File: src/rtl/ikari_video_pkg.sv
// Shared geometry, counter width and IRQ state encoding for the Ikari video timing block.
package ikari_video_pkg;

  localparam int CNT_W = 9;
  localparam int POS_W = CNT_W + 1;

  localparam int H_TOTAL  = 424;
  localparam int H_ACTIVE = 288;
  localparam int HS_START = 320;
  localparam int HS_WIDTH = 32;
  localparam int V_TOTAL  = 264;
  localparam int V_ACTIVE = 216;
  localparam int VS_START = 236;
  localparam int VS_WIDTH = 8;
  localparam bit SYNC_POL = 1'b0;

  typedef enum logic {
    IDLE = 1'b0,
    PEND = 1'b1
  } irq_state_t;

  // One extra bit of headroom so start+len never wraps for legal geometry.
  function automatic logic in_win(input logic [POS_W-1:0] pos,
                                  input logic [POS_W-1:0] start,
                                  input logic [POS_W-1:0] len);
    return (pos >= start) && (pos < start + len);
  endfunction

endpackage

File: src/rtl/ikari_vblank_irq.sv
// Two-state interrupt request latch: set raises the request, ack clears it, set wins a tie.
module ikari_vblank_irq (
  input  logic i_clk,
  input  logic i_rst,
  input  logic i_set,
  input  logic i_ack,
  output logic o_irq
);
  import ikari_video_pkg::*;

  irq_state_t state_q;
  logic       irq_q;

  always_ff @(posedge i_clk) begin
    if (i_rst) begin
      state_q <= IDLE;
      irq_q   <= 1'b0;
    end else begin
      case (state_q)
        IDLE: begin
          if (i_set) begin
            state_q <= PEND;
            irq_q   <= 1'b1;
          end
        end
        PEND: begin
          if (!i_set && i_ack) begin
            state_q <= IDLE;
            irq_q   <= 1'b0;
          end
        end
        default: begin
          state_q <= IDLE;
          irq_q   <= 1'b0;
        end
      endcase
    end
  end

  assign o_irq = irq_q;

endmodule

File: src/rtl/ikari_video_timing.sv
// Raster timing generator: H/V counters, syncs, blanks, strobes, field and vblank IRQ.
// Optional sync position trim via IKARI_VIDEO_POS_ADJ_EN (i_hoffs/i_voffs ports).
module ikari_video_timing #(
  parameter int H_TOTAL  = ikari_video_pkg::H_TOTAL,
  parameter int H_ACTIVE = ikari_video_pkg::H_ACTIVE,
  parameter int HS_START = ikari_video_pkg::HS_START,
  parameter int HS_WIDTH = ikari_video_pkg::HS_WIDTH,
  parameter int V_TOTAL  = ikari_video_pkg::V_TOTAL,
  parameter int V_ACTIVE = ikari_video_pkg::V_ACTIVE,
  parameter int VS_START = ikari_video_pkg::VS_START,
  parameter int VS_WIDTH = ikari_video_pkg::VS_WIDTH,
  parameter bit SYNC_POL = ikari_video_pkg::SYNC_POL
) (
  input  logic                             i_clk,
  input  logic                             i_rst,
  input  logic                             i_pix_cen,
  input  logic                             i_irq_ack,
`ifdef IKARI_VIDEO_POS_ADJ_EN
  input  logic signed [3:0]                i_hoffs,
  input  logic signed [2:0]                i_voffs,
`endif
  output logic [ikari_video_pkg::CNT_W-1:0] o_hcount,
  output logic [ikari_video_pkg::CNT_W-1:0] o_vcount,
  output logic                             o_hsync,
  output logic                             o_vsync,
  output logic                             o_hblank,
  output logic                             o_vblank,
  output logic                             o_de,
  output logic                             o_line_start,
  output logic                             o_frame_start,
  output logic                             o_vblank_irq,
  output logic                             o_field
);
  import ikari_video_pkg::*;

  if (H_TOTAL > 512 || V_TOTAL > 512) begin : g_geom_err
    $error("ikari_video_timing: H_TOTAL/V_TOTAL exceed the 9-bit counter range");
  end

  localparam logic [CNT_W-1:0] H_LAST  = CNT_W'(H_TOTAL - 1);
  localparam logic [CNT_W-1:0] V_LAST  = CNT_W'(V_TOTAL - 1);
  localparam logic [CNT_W-1:0] H_ACT   = CNT_W'(H_ACTIVE);
  localparam logic [CNT_W-1:0] V_ACT   = CNT_W'(V_ACTIVE);
  localparam logic [POS_W-1:0] HS_BASE = POS_W'(HS_START);
  localparam logic [POS_W-1:0] HS_LEN  = POS_W'(HS_WIDTH);
  localparam logic [POS_W-1:0] VS_BASE = POS_W'(VS_START);
  localparam logic [POS_W-1:0] VS_LEN  = POS_W'(VS_WIDTH);

  logic [CNT_W-1:0] hcount_q, hcount_d;
  logic [CNT_W-1:0] vcount_q, vcount_d;
  logic hsync_q, hsync_d, vsync_q, vsync_d;
  logic hblank_q, hblank_d, vblank_q, vblank_d, de_q, de_d;
  logic line_start_q, line_start_d, frame_start_q, frame_start_d;
  logic field_q, field_d;
  logic h_wrap, v_wrap, frame_wrap, irq_set;

  assign h_wrap     = (hcount_q == H_LAST);
  assign v_wrap     = (vcount_q == V_LAST);
  assign frame_wrap = i_pix_cen & h_wrap & v_wrap;

  logic [POS_W-1:0] hs_start_d, vs_start_d;

`ifdef IKARI_VIDEO_POS_ADJ_EN
  logic [POS_W-1:0] hs_start_q, vs_start_q;

  // Offsets only latch on the frame wrap so a sync pulse is never cut mid-frame.
  always_comb begin
    hs_start_d = hs_start_q;
    vs_start_d = vs_start_q;
    if (frame_wrap) begin
      hs_start_d = HS_BASE + {{(POS_W-4){i_hoffs[3]}}, i_hoffs};
      vs_start_d = VS_BASE + {{(POS_W-3){i_voffs[2]}}, i_voffs};
    end
  end

  always_ff @(posedge i_clk) begin
    if (i_rst) begin
      hs_start_q <= HS_BASE;
      vs_start_q <= VS_BASE;
    end else begin
      hs_start_q <= hs_start_d;
      vs_start_q <= vs_start_d;
    end
  end
`else
  assign hs_start_d = HS_BASE;
  assign vs_start_d = VS_BASE;
`endif

  // Decodes are taken from the next count so they land with the count they describe.
  always_comb begin
    hcount_d      = hcount_q;
    vcount_d      = vcount_q;
    hsync_d       = hsync_q;
    vsync_d       = vsync_q;
    hblank_d      = hblank_q;
    vblank_d      = vblank_q;
    de_d          = de_q;
    field_d       = field_q;
    line_start_d  = 1'b0;
    frame_start_d = 1'b0;
    irq_set       = 1'b0;
    if (i_pix_cen) begin
      hcount_d = h_wrap ? '0 : hcount_q + CNT_W'(1);
      if (h_wrap) vcount_d = v_wrap ? '0 : vcount_q + CNT_W'(1);
      line_start_d  = h_wrap;
      frame_start_d = frame_wrap;
      field_d       = field_q ^ frame_wrap;
      hblank_d      = (hcount_d >= H_ACT);
      vblank_d      = (vcount_d >= V_ACT);
      de_d          = ~hblank_d & ~vblank_d;
      hsync_d       = in_win({1'b0, hcount_d}, hs_start_d, HS_LEN) ? SYNC_POL : ~SYNC_POL;
      vsync_d       = in_win({1'b0, vcount_d}, vs_start_d, VS_LEN) ? SYNC_POL : ~SYNC_POL;
      irq_set       = h_wrap & (vcount_d == V_ACT);
    end
  end

  always_ff @(posedge i_clk) begin
    if (i_rst) begin
      hcount_q      <= '0;
      vcount_q      <= '0;
      hsync_q       <= ~SYNC_POL;
      vsync_q       <= ~SYNC_POL;
      hblank_q      <= 1'b0;
      vblank_q      <= 1'b0;
      de_q          <= 1'b1;
      line_start_q  <= 1'b0;
      frame_start_q <= 1'b0;
      field_q       <= 1'b0;
    end else begin
      hcount_q      <= hcount_d;
      vcount_q      <= vcount_d;
      hsync_q       <= hsync_d;
      vsync_q       <= vsync_d;
      hblank_q      <= hblank_d;
      vblank_q      <= vblank_d;
      de_q          <= de_d;
      line_start_q  <= line_start_d;
      frame_start_q <= frame_start_d;
      field_q       <= field_d;
    end
  end

  ikari_vblank_irq u_irq (
    .i_clk (i_clk),
    .i_rst (i_rst),
    .i_set (irq_set),
    .i_ack (i_irq_ack),
    .o_irq (o_vblank_irq)
  );

  assign o_hcount      = hcount_q;
  assign o_vcount      = vcount_q;
  assign o_hsync       = hsync_q;
  assign o_vsync       = vsync_q;
  assign o_hblank      = hblank_q;
  assign o_vblank      = vblank_q;
  assign o_de          = de_q;
  assign o_line_start  = line_start_q;
  assign o_frame_start = frame_start_q;
  assign o_field       = field_q;

endmodule

File: config.mk
export PLATFORM = sky130hd
export DESIGN_NAME = ikari_video_timing
export DESIGN_NICKNAME = d
export VERILOG_FILES = /design/src/rtl/ikari_video_pkg.sv /design/src/rtl/ikari_vblank_irq.sv /design/src/rtl/ikari_video_timing.sv
export SDC_FILE = /design/constraint.sdc
export NUM_CORES = 1
export LEC_CHECK = 0
export CAP_MARGIN = 5
export CORE_MARGIN = 3
export CORE_UTILIZATION = 40
export DETAILED_ROUTE_END_ITERATION = 7
export MAX_ROUTING_LAYER = met4
export PLACE_DENSITY_LB_ADDON = 0.2
export REMOVE_ABC_BUFFERS = 1
export SKIP_CTS_REPAIR_TIMING = 1
export SYNTH_ARGS = -nofsm -noshare
export SYNTH_HDL_FRONTEND = slang
export SYNTH_HIERARCHICAL = 1
export SYNTH_SLANG_ARGS = --single-unit
File: constraint.sdc
create_clock -name i_clk -period 4.1 [get_ports i_clk]
set_input_delay 0.82 -clock i_clk [delete_from_list [all_inputs] [get_ports i_clk]]
set_output_delay 0.82 -clock i_clk [all_outputs]
set_load 0.05 [all_outputs]
==> results.md, run 1 <==
- Outcome: complete, no violations
- Post-Syn Area: around 1600 sq um
- Leakage: between 0.6 and 0.7 nW
- Adder-Cell Fraction of Synth Area: under 10%
- Crit path max fanout: 8
- Hold depth: 2
- Register-to-Register Path Depth: 9
- Reg-to-reg slack, setup: between 1 and 1.5 ns
- Area Growth Syn to Fin: 24.2%
- Post-synth top area cell: dfxtp_1
- CTS tree: done
- Internal Power: ~0.42 mW
- Wire per inst: roughly 13 microns
- GRT Util Overall: approximately 16%
- Reg clk slew, reported paths: roughly 0.10 ns
- Total of max-cap violations: 0
- Comb power frac: under 10%
- Max Clock Skew: 0.00644 ns
- Switching portion of total power: a little under a quarter
- DRC Markers: 0
- Top area cells in the synthesized netlist: dfxtp_1, nor2_1, nand2_1, xor2_1, nor3_1
- Detailed Place HPWL: around 2500 microns
- Mapped Avg Cell Area: 8.03 sq um
- NetSw: 0.127 mW
- Tcrit/Tclk final: between 70% and 80%
- Post-Synth XOR/XNOR Area: around 6.6%
- Worst-Skew Late Latency: between 0.2 and 0.3 ns
- Pwr/cell area: 279 nW/um^2
- Die area: approximately 4800 sq um
- WL final: 3570 microns
- Main combinational cell family by area after synthesis: simple AND/OR/NAND/NOR gates
- Vias per Instance: about 5.5
- Least-Margin Pin Slew: between 1 and 1.5 ns
- Initial antenna violation count: 0
- RR Startpoint: o_hcount[0]$_SDFFE_PP0P_
- Synth Register Bits: 28
- Worst VDD drop: between 100 and 150 uV
- TNS Setup: 0 ns
- Slew margin rel.: 29.3%
- Sequential Power Share: 51.1%
- H-Tree Depth: 1
- Die span in x: roughly 69 microns
- Worst EP required: approximately 4.3 ns
- Num CTS Buffers: 3
- Gp weighted congestion: approximately 0.8
- Nets: around 230
- Initial Utilization: a little over two fifths
- PortBufs: 30
- Clock Sink Count: 28
- Fin. Hold Viols: 0
- R2r endpoint: u_irq/o_irq$_SDFFE_PP0P_
- Die height: 69.0 microns
- Core Region: approximately 3700 sq um
- Post-place instance area: 1900 sq um
- RSZ-0062 raised after global routing: no
- First drt pass iteration count: 4
- Initial drt markers: 89
- Ports: 31
- Crit path DAT: 3.08 ns
- Synth Warn #: 6
- Clock buffer depth: 2
- Mux share of post-synthesis cell area: around 2.5%
- Hold path start: u_irq/o_irq$_SDFFE_PP0P_
- Yosys top cell area share: between 30% and 40%
- Largest net degree at the start of global routing: 30
- Final ANT Viol Nets: 0
- Clock power share: around two fifths
- Synth cell types: 48
- Fmax: 346 MHz
- Layout cells sized above 1: just over 7%
- Crit Path Class: input port to flop
- Final-report setup violation count: 0
- Post-Synth Simple-Gate Area: about a third
- Post-Syn Instances: approximately 200
- Final Max Tran Viols: 0
- Sequential element share of the synthesized area: a little over a third
- CP Capture Type: flop
- Worst Hold Class: flop to flop
- Compound-Gate Fraction of Synth Area: about 15%
- Post-layout min period: 2.89 ns
- Post-route cell area: roughly 2000 sq um
- First-pass GRT wire length: slightly above 6000 microns
- Clock root cell: clkbuf_8
- # rows: 22
- GR Overflow Total: 0
- Via count: 1471
- Number of global-route vias before repair: between 1000 and 1500
- Worst setup SP type: input port
- Worst Hold Path EP: u_irq/o_irq$_SDFFE_PP0P_
- Antenna cell count: 0
[worst max-delay path, stage by stage]
cell and delay [ns]:
clkdlybuf4s50_1 0.47, inv_1 0.14, or4_1 0.70, nor4_1 0.55
nand2b_1 0.13, a221oi_2 0.26
[cell type report]
type / count / area (sq um)
repair buffers: 31 / 308
fillers: 381 / 1770
multi-input cells: 152 / 955
clock inverters: 1 / 30.0
clock buffers: 3 / 41.3
flip-flops and latches: 28 / 561
well taps: 48 / 60.1
inverters: 5 / 18.8
[Yosys cell counts, drive strengths merged]
cell	n
nand2	21
o21a	1
o21ai	6
nor3	14
inv	5
o31a	2
and4	1
a21o	1
and3	2
a22o	1
nand4b	2
or4	3
nand3	8
a2bb2oi	1
a211oi	3
o22a	1
buf	4
nand2b	3
nor4	6
or3	3
xnor2	4
nor2b	1
o22ai	1
nand4	5
a31oi	2
nand4bb	2
and4b	1
clkbuf	9
a311oi	1
mux2i	4
a221oi	1
a21oi	12
a41oi	1
o2111a	1
a31o	1
ha	2
xor2	8
or2	3
dfxtp	28
nor2	23
[power by group through the flow]
stage,combinational [mW],sequential (mW),clock [mW]
floorplan,0.0120,0.301,0
detailed placement,0.0487,0.287,0
finish,0.0487,0.281,0.221
global placement,0.0485,0.288,0
global route,0.0525,0.282,0.234
CTS,0.0491,0.281,0.227
[cells by family (layout without fill, tap and decap cells)]
kind of cell / Yosys count / count (layout)
and+or+nand+nor: 98 / 98
AOI/OAI and AO/OA: 36 / 36
DFF: 28 / 28
buffers and inverters: 18 / 40
xor gates and xnor gates: 12 / 12
muxes: 4 / 4
adders and majority gates: 2 / 2
[sequential cells by signal, summed over array words and instances (netlist names)]
register,cells
o_hsync,1
u_irq/state_q,1
o_de,1
o_line_start,1
o_vsync,1
o_field,1
u_irq/o_irq,1
o_hblank,1
o_vcount,9
o_frame_start,1
o_vblank,1
o_hcount,9
[through the flow]
| stage | utilization, % | instances | hold WS (ns) | setup WS [ns] | total power, mW |
|---|---|---|---|---|---|
| 2_1_floorplan | - | 185 | 0.447 | 1.24 | 0.313 |
| 3_3_place_gp | 50.8 | 264 | 0.453 | 0.985 | 0.336 |
| 3_5_place_dp | 50.8 | 264 | 0.451 | 0.900 | 0.336 |
| 4_1_cts | 52.7 | 268 | 0.467 | 1.21 | 0.557 |
| 5_1_grt | 52.7 | 268 | 0.492 | 0.886 | 0.569 |
| 6_report | 52.7 | 268 | 0.463 | 1.21 | 0.551 |
[metal layers]
| metal | up-vias | global-route usage [%] | wire (microns) |
|---|---|---|---|
| met4 | 0 | 5.21 | 43 |
| met1 | 663 | 23.1 | 1790 |
| li1 | 763 | - | - |
| met2 | 41 | 21.8 | 1550 |
| met3 | 4 | 2.62 | 185 |
| met5 | - | - | 0 |
[worst max path at each step]
stage	from	to	slack (ns)	depth (start not counted)
final	i_pix_cen	u_irq/o_irq$_SDFFE_PP0P_	1.21	6
after global placement	i_pix_cen	u_irq/o_irq$_SDFFE_PP0P_	0.98	6
after detailed placement	i_pix_cen	u_irq/o_irq$_SDFFE_PP0P_	0.90	6
after CTS	i_pix_cen	u_irq/o_irq$_SDFFE_PP0P_	1.21	6
after floorplan	o_hcount[0]$_SDFFE_PP0P_	u_irq/o_irq$_SDFFE_PP0P_	1.24	9
after global routing	o_hcount[0]$_SDFFE_PP0P_	u_irq/o_irq$_SDFFE_PP0P_	0.89	9
[cell usage in the layout, fill, tap and decap left out, drive strengths merged, types with 3 or more instances in the layout]
| cell type | synthesis | final |
|---|---|---|
| a211oi | 3 | 3 |
| a21oi | 12 | 12 |
| clkbuf | 9 | 3 |
| clkdlybuf4s50 | 0 | 30 |
| dfxtp | 28 | 28 |
| inv | 5 | 5 |
| mux2i | 4 | 4 |
| nand2 | 21 | 21 |
| nand2b | 3 | 3 |
| nand3 | 8 | 8 |
| nand4 | 5 | 5 |
| nor2 | 23 | 23 |
| nor3 | 14 | 14 |
| nor4 | 6 | 6 |
| o21ai | 6 | 6 |
| or2 | 3 | 3 |
| or3 | 3 | 3 |
| or4 | 3 | 3 |
| xnor2 | 4 | 4 |
| xor2 | 8 | 8 |
Note: power is estimated with default switching activity, not from simulation.
==> inputs of run 2 (changes only) <==
Clock period 4.1 ns to 3 ns, I/O delays scaled along.
==> run 2 against run 1 <==
Against the previous run:
- non-clock buffer count is 8 higher
- combinational power is 41% higher
- register-to-register slack worse by 0.98 ns
- clock-buffer cell count stayed put
- cell count is 3.0% higher
- first-iteration DRC count is 25% higher
- cell area is 3.4% higher
- largest power group unchanged
==> results.md, run 2 (same netlist as run 1, synthesis figures left out) <==
- Die span in x: a little under 70 microns
- Post-layout min period: around 2.7 ns
- GR Overflow Total: 0
- RSZ-0062 raised after global routing: no
- Num CTS Buffers: 3
- Fin. Hold Viols: 0
- Fmax: 373 MHz
- GRT Util Overall: 16.6%
- Reg clk slew, reported paths: about 0.1 ns
- R2r endpoint: u_irq/o_irq$_SDFFE_PP0P_
- Commonest non-fill, non-tap cell in the layout: clkdlybuf4s50_1
- Clock Sink Count: 28
- Hold path start: u_irq/o_irq$_SDFFE_PP0P_
- Crit path max fanout: 5
- Register-to-Register Path Depth: 9
- NetSw: about 0.18 mW
- CP Capture Type: flop
- Worst path slowest cell: nor4_2
- Via count: approximately 1500
- Clock power share: 40.3%
- Antenna cell count: 0
- CP max stage delay: roughly 0.45 ns
- PortBufs: 30
- TNS Setup: 0 ns
- Number of global-route vias before repair: ~1300
- Outcome: complete, no violations
- Switching portion of total power: 23.5%
- Initial antenna violation count: 0
- Place WS: approximately 0.22 ns
- Pwr/cell area: 372 nW/um^2
- Hold depth: 2
- Largest net degree at the start of global routing: 25
- Max Clock Skew: ~0.0046 ns
- Top metal layer carrying routed signals: met4
- Most frequent cells in the layout: clkdlybuf4s50_1, dfxtp_1, nor2_1
- Tcrit/Tclk final: 89.4%
- Sequential Power Share: 50.7%
- Least-Margin Pin Slew: 0.549 ns
- Initial drt markers: 111
- FILL cells: roughly 370
- Leakage: ~0.70 nW
- Metal3 WL: approximately 220 microns
- Util after Layout: 54.5%
- Final WS setup: roughly 0.32 ns
- WHS: 0.475 ns
- Clock root cell: clkbuf_8
- Die area: about 4800 sq um
- Final ANT Viol Nets: 0
- Worst VDD drop: roughly 210 uV
- First drt pass iteration count: 4
- Worst EP required: 3.20 ns
- Detailed Place HPWL: 2740 microns
- Crit path DAT: around 2.9 ns
- Layout Cells excl Fill: 276
- Critical path, cell by cell: ha_1 > nand4b_1 > nor4_1 > xor2_1 > o21a_1 > nand3_1 > nor4_2 > nand2b_1 > a221oi_2
- Worst-Skew Late Latency: approximately 0.28 ns
- Layout cells sized above 1: a little over a tenth
- Worst Hold Path EP: u_irq/o_irq$_SDFFE_PP0P_
- Reg-to-reg slack, setup: roughly 0.32 ns
- Worst Hold Class: flop to flop
- Total of max-cap violations: 0
- Initial Utilization: 42.4%
- Final-report setup violation count: 0
- Placed insts: between 200 and 300
- Die height: 69.0 microns
- DRC Markers: 0
- Ports: 31
- Crit Path Class: flop to flop
- WL final: roughly 3700 microns
- Comb power frac: a little under a tenth
- Area Growth Syn to Fin: 28.3%
- RR Startpoint: o_hcount[0]$_SDFFE_PP0P_
- Core Region: about 3700 sq um
- Wire per inst: 13.5 microns
- Vias per Instance: around 5.4
- Worst setup SP type: flop
- Slew margin rel.: between 60% and 70%
- CTS tree: done
- CP bufs+invs: 0
- Internal Power: 0.581 mW
- Final Max Tran Viols: 0
- H-Tree Depth: 1
- First-pass GRT wire length: between 6000 and 7000 microns
- Gp weighted congestion: ~0.9
- Clock buffer depth: 2
- Met2 wire len: 1580 microns
- CP top delay family: simple AND/OR/NAND/NOR gates
- # rows: 22
- Nets: roughly 240
- Met1 WL: about 1900 microns
run 2: per-layer routing:
metal / vias to the layer above / GRT usage (%)
li1: 778 / -
met1: 667 / 23.5
met3: 5 / 3.21
met4: 0 / 5.42
met2: 52 / 23.8
met5: - / -
run 2: final cells by class:
type,count,area (sq um),area share [%]
Inverter,5,18.8,0.920
Multi-Input combinational cell,152,961,47.1
Tap cell,48,60.1,2.94
Timing Repair Buffer,39,368,18.0
Clock buffer,3,41.3,2.02
Clock inverter,1,30.0,1.47
Sequential cell,28,561,27.5
run 2: how the worst max path moves through the flow:
| stage | start | end | slack, ns | depth (start not counted) |
|---|---|---|---|---|
| finish | o_hcount[0]$_SDFFE_PP0P_ | u_irq/o_irq$_SDFFE_PP0P_ | 0.32 | 9 |
| global route | o_hcount[0]$_SDFFE_PP0P_ | u_irq/o_irq$_SDFFE_PP0P_ | 0.07 | 9 |
| CTS | o_hcount[0]$_SDFFE_PP0P_ | u_irq/o_irq$_SDFFE_PP0P_ | 0.19 | 9 |
| detailed placement | i_pix_cen | u_irq/o_irq$_SDFFE_PP0P_ | 0.22 | 6 |
| global placement | i_pix_cen | u_irq/o_irq$_SDFFE_PP0P_ | 0.29 | 6 |
| floorplan | o_hcount[0]$_SDFFE_PP0P_ | u_irq/o_irq$_SDFFE_PP0P_ | 0.14 | 9 |
run 2: through the flow:
| step | total power, mW | instance area (sq um) |
|---|---|---|
| after global routing | 0.783 | 2040 |
| after global placement | 0.462 | 1960 |
| final | 0.759 | 2040 |
| after detailed placement | 0.462 | 1960 |
| after floorplan | 0.428 | 1530 |
| after CTS | 0.767 | 2030 |
run 2: power by group through the flow:
stage	Clock, mW	Combinational [mW]	Sequential, mW
6_report	0.306	0.0689	0.384
5_1_grt	0.323	0.0739	0.386
4_1_cts	0.314	0.0691	0.384
3_5_place_dp	0	0.0689	0.393
3_3_place_gp	0	0.0698	0.393
2_1_floorplan	0	0.0163	0.411
run 2: worst register-to-register path: stages (launching register included):
cell and delay [ns]:
dfxtp_1 0.41, ha_1 0.26, nand4b_1 0.25, nor4_1 0.36, xor2_1 0.22, o21a_1 0.15, nand3_1 0.12, nor4_2 0.45
nand2b_1 0.12, a221oi_2 0.27
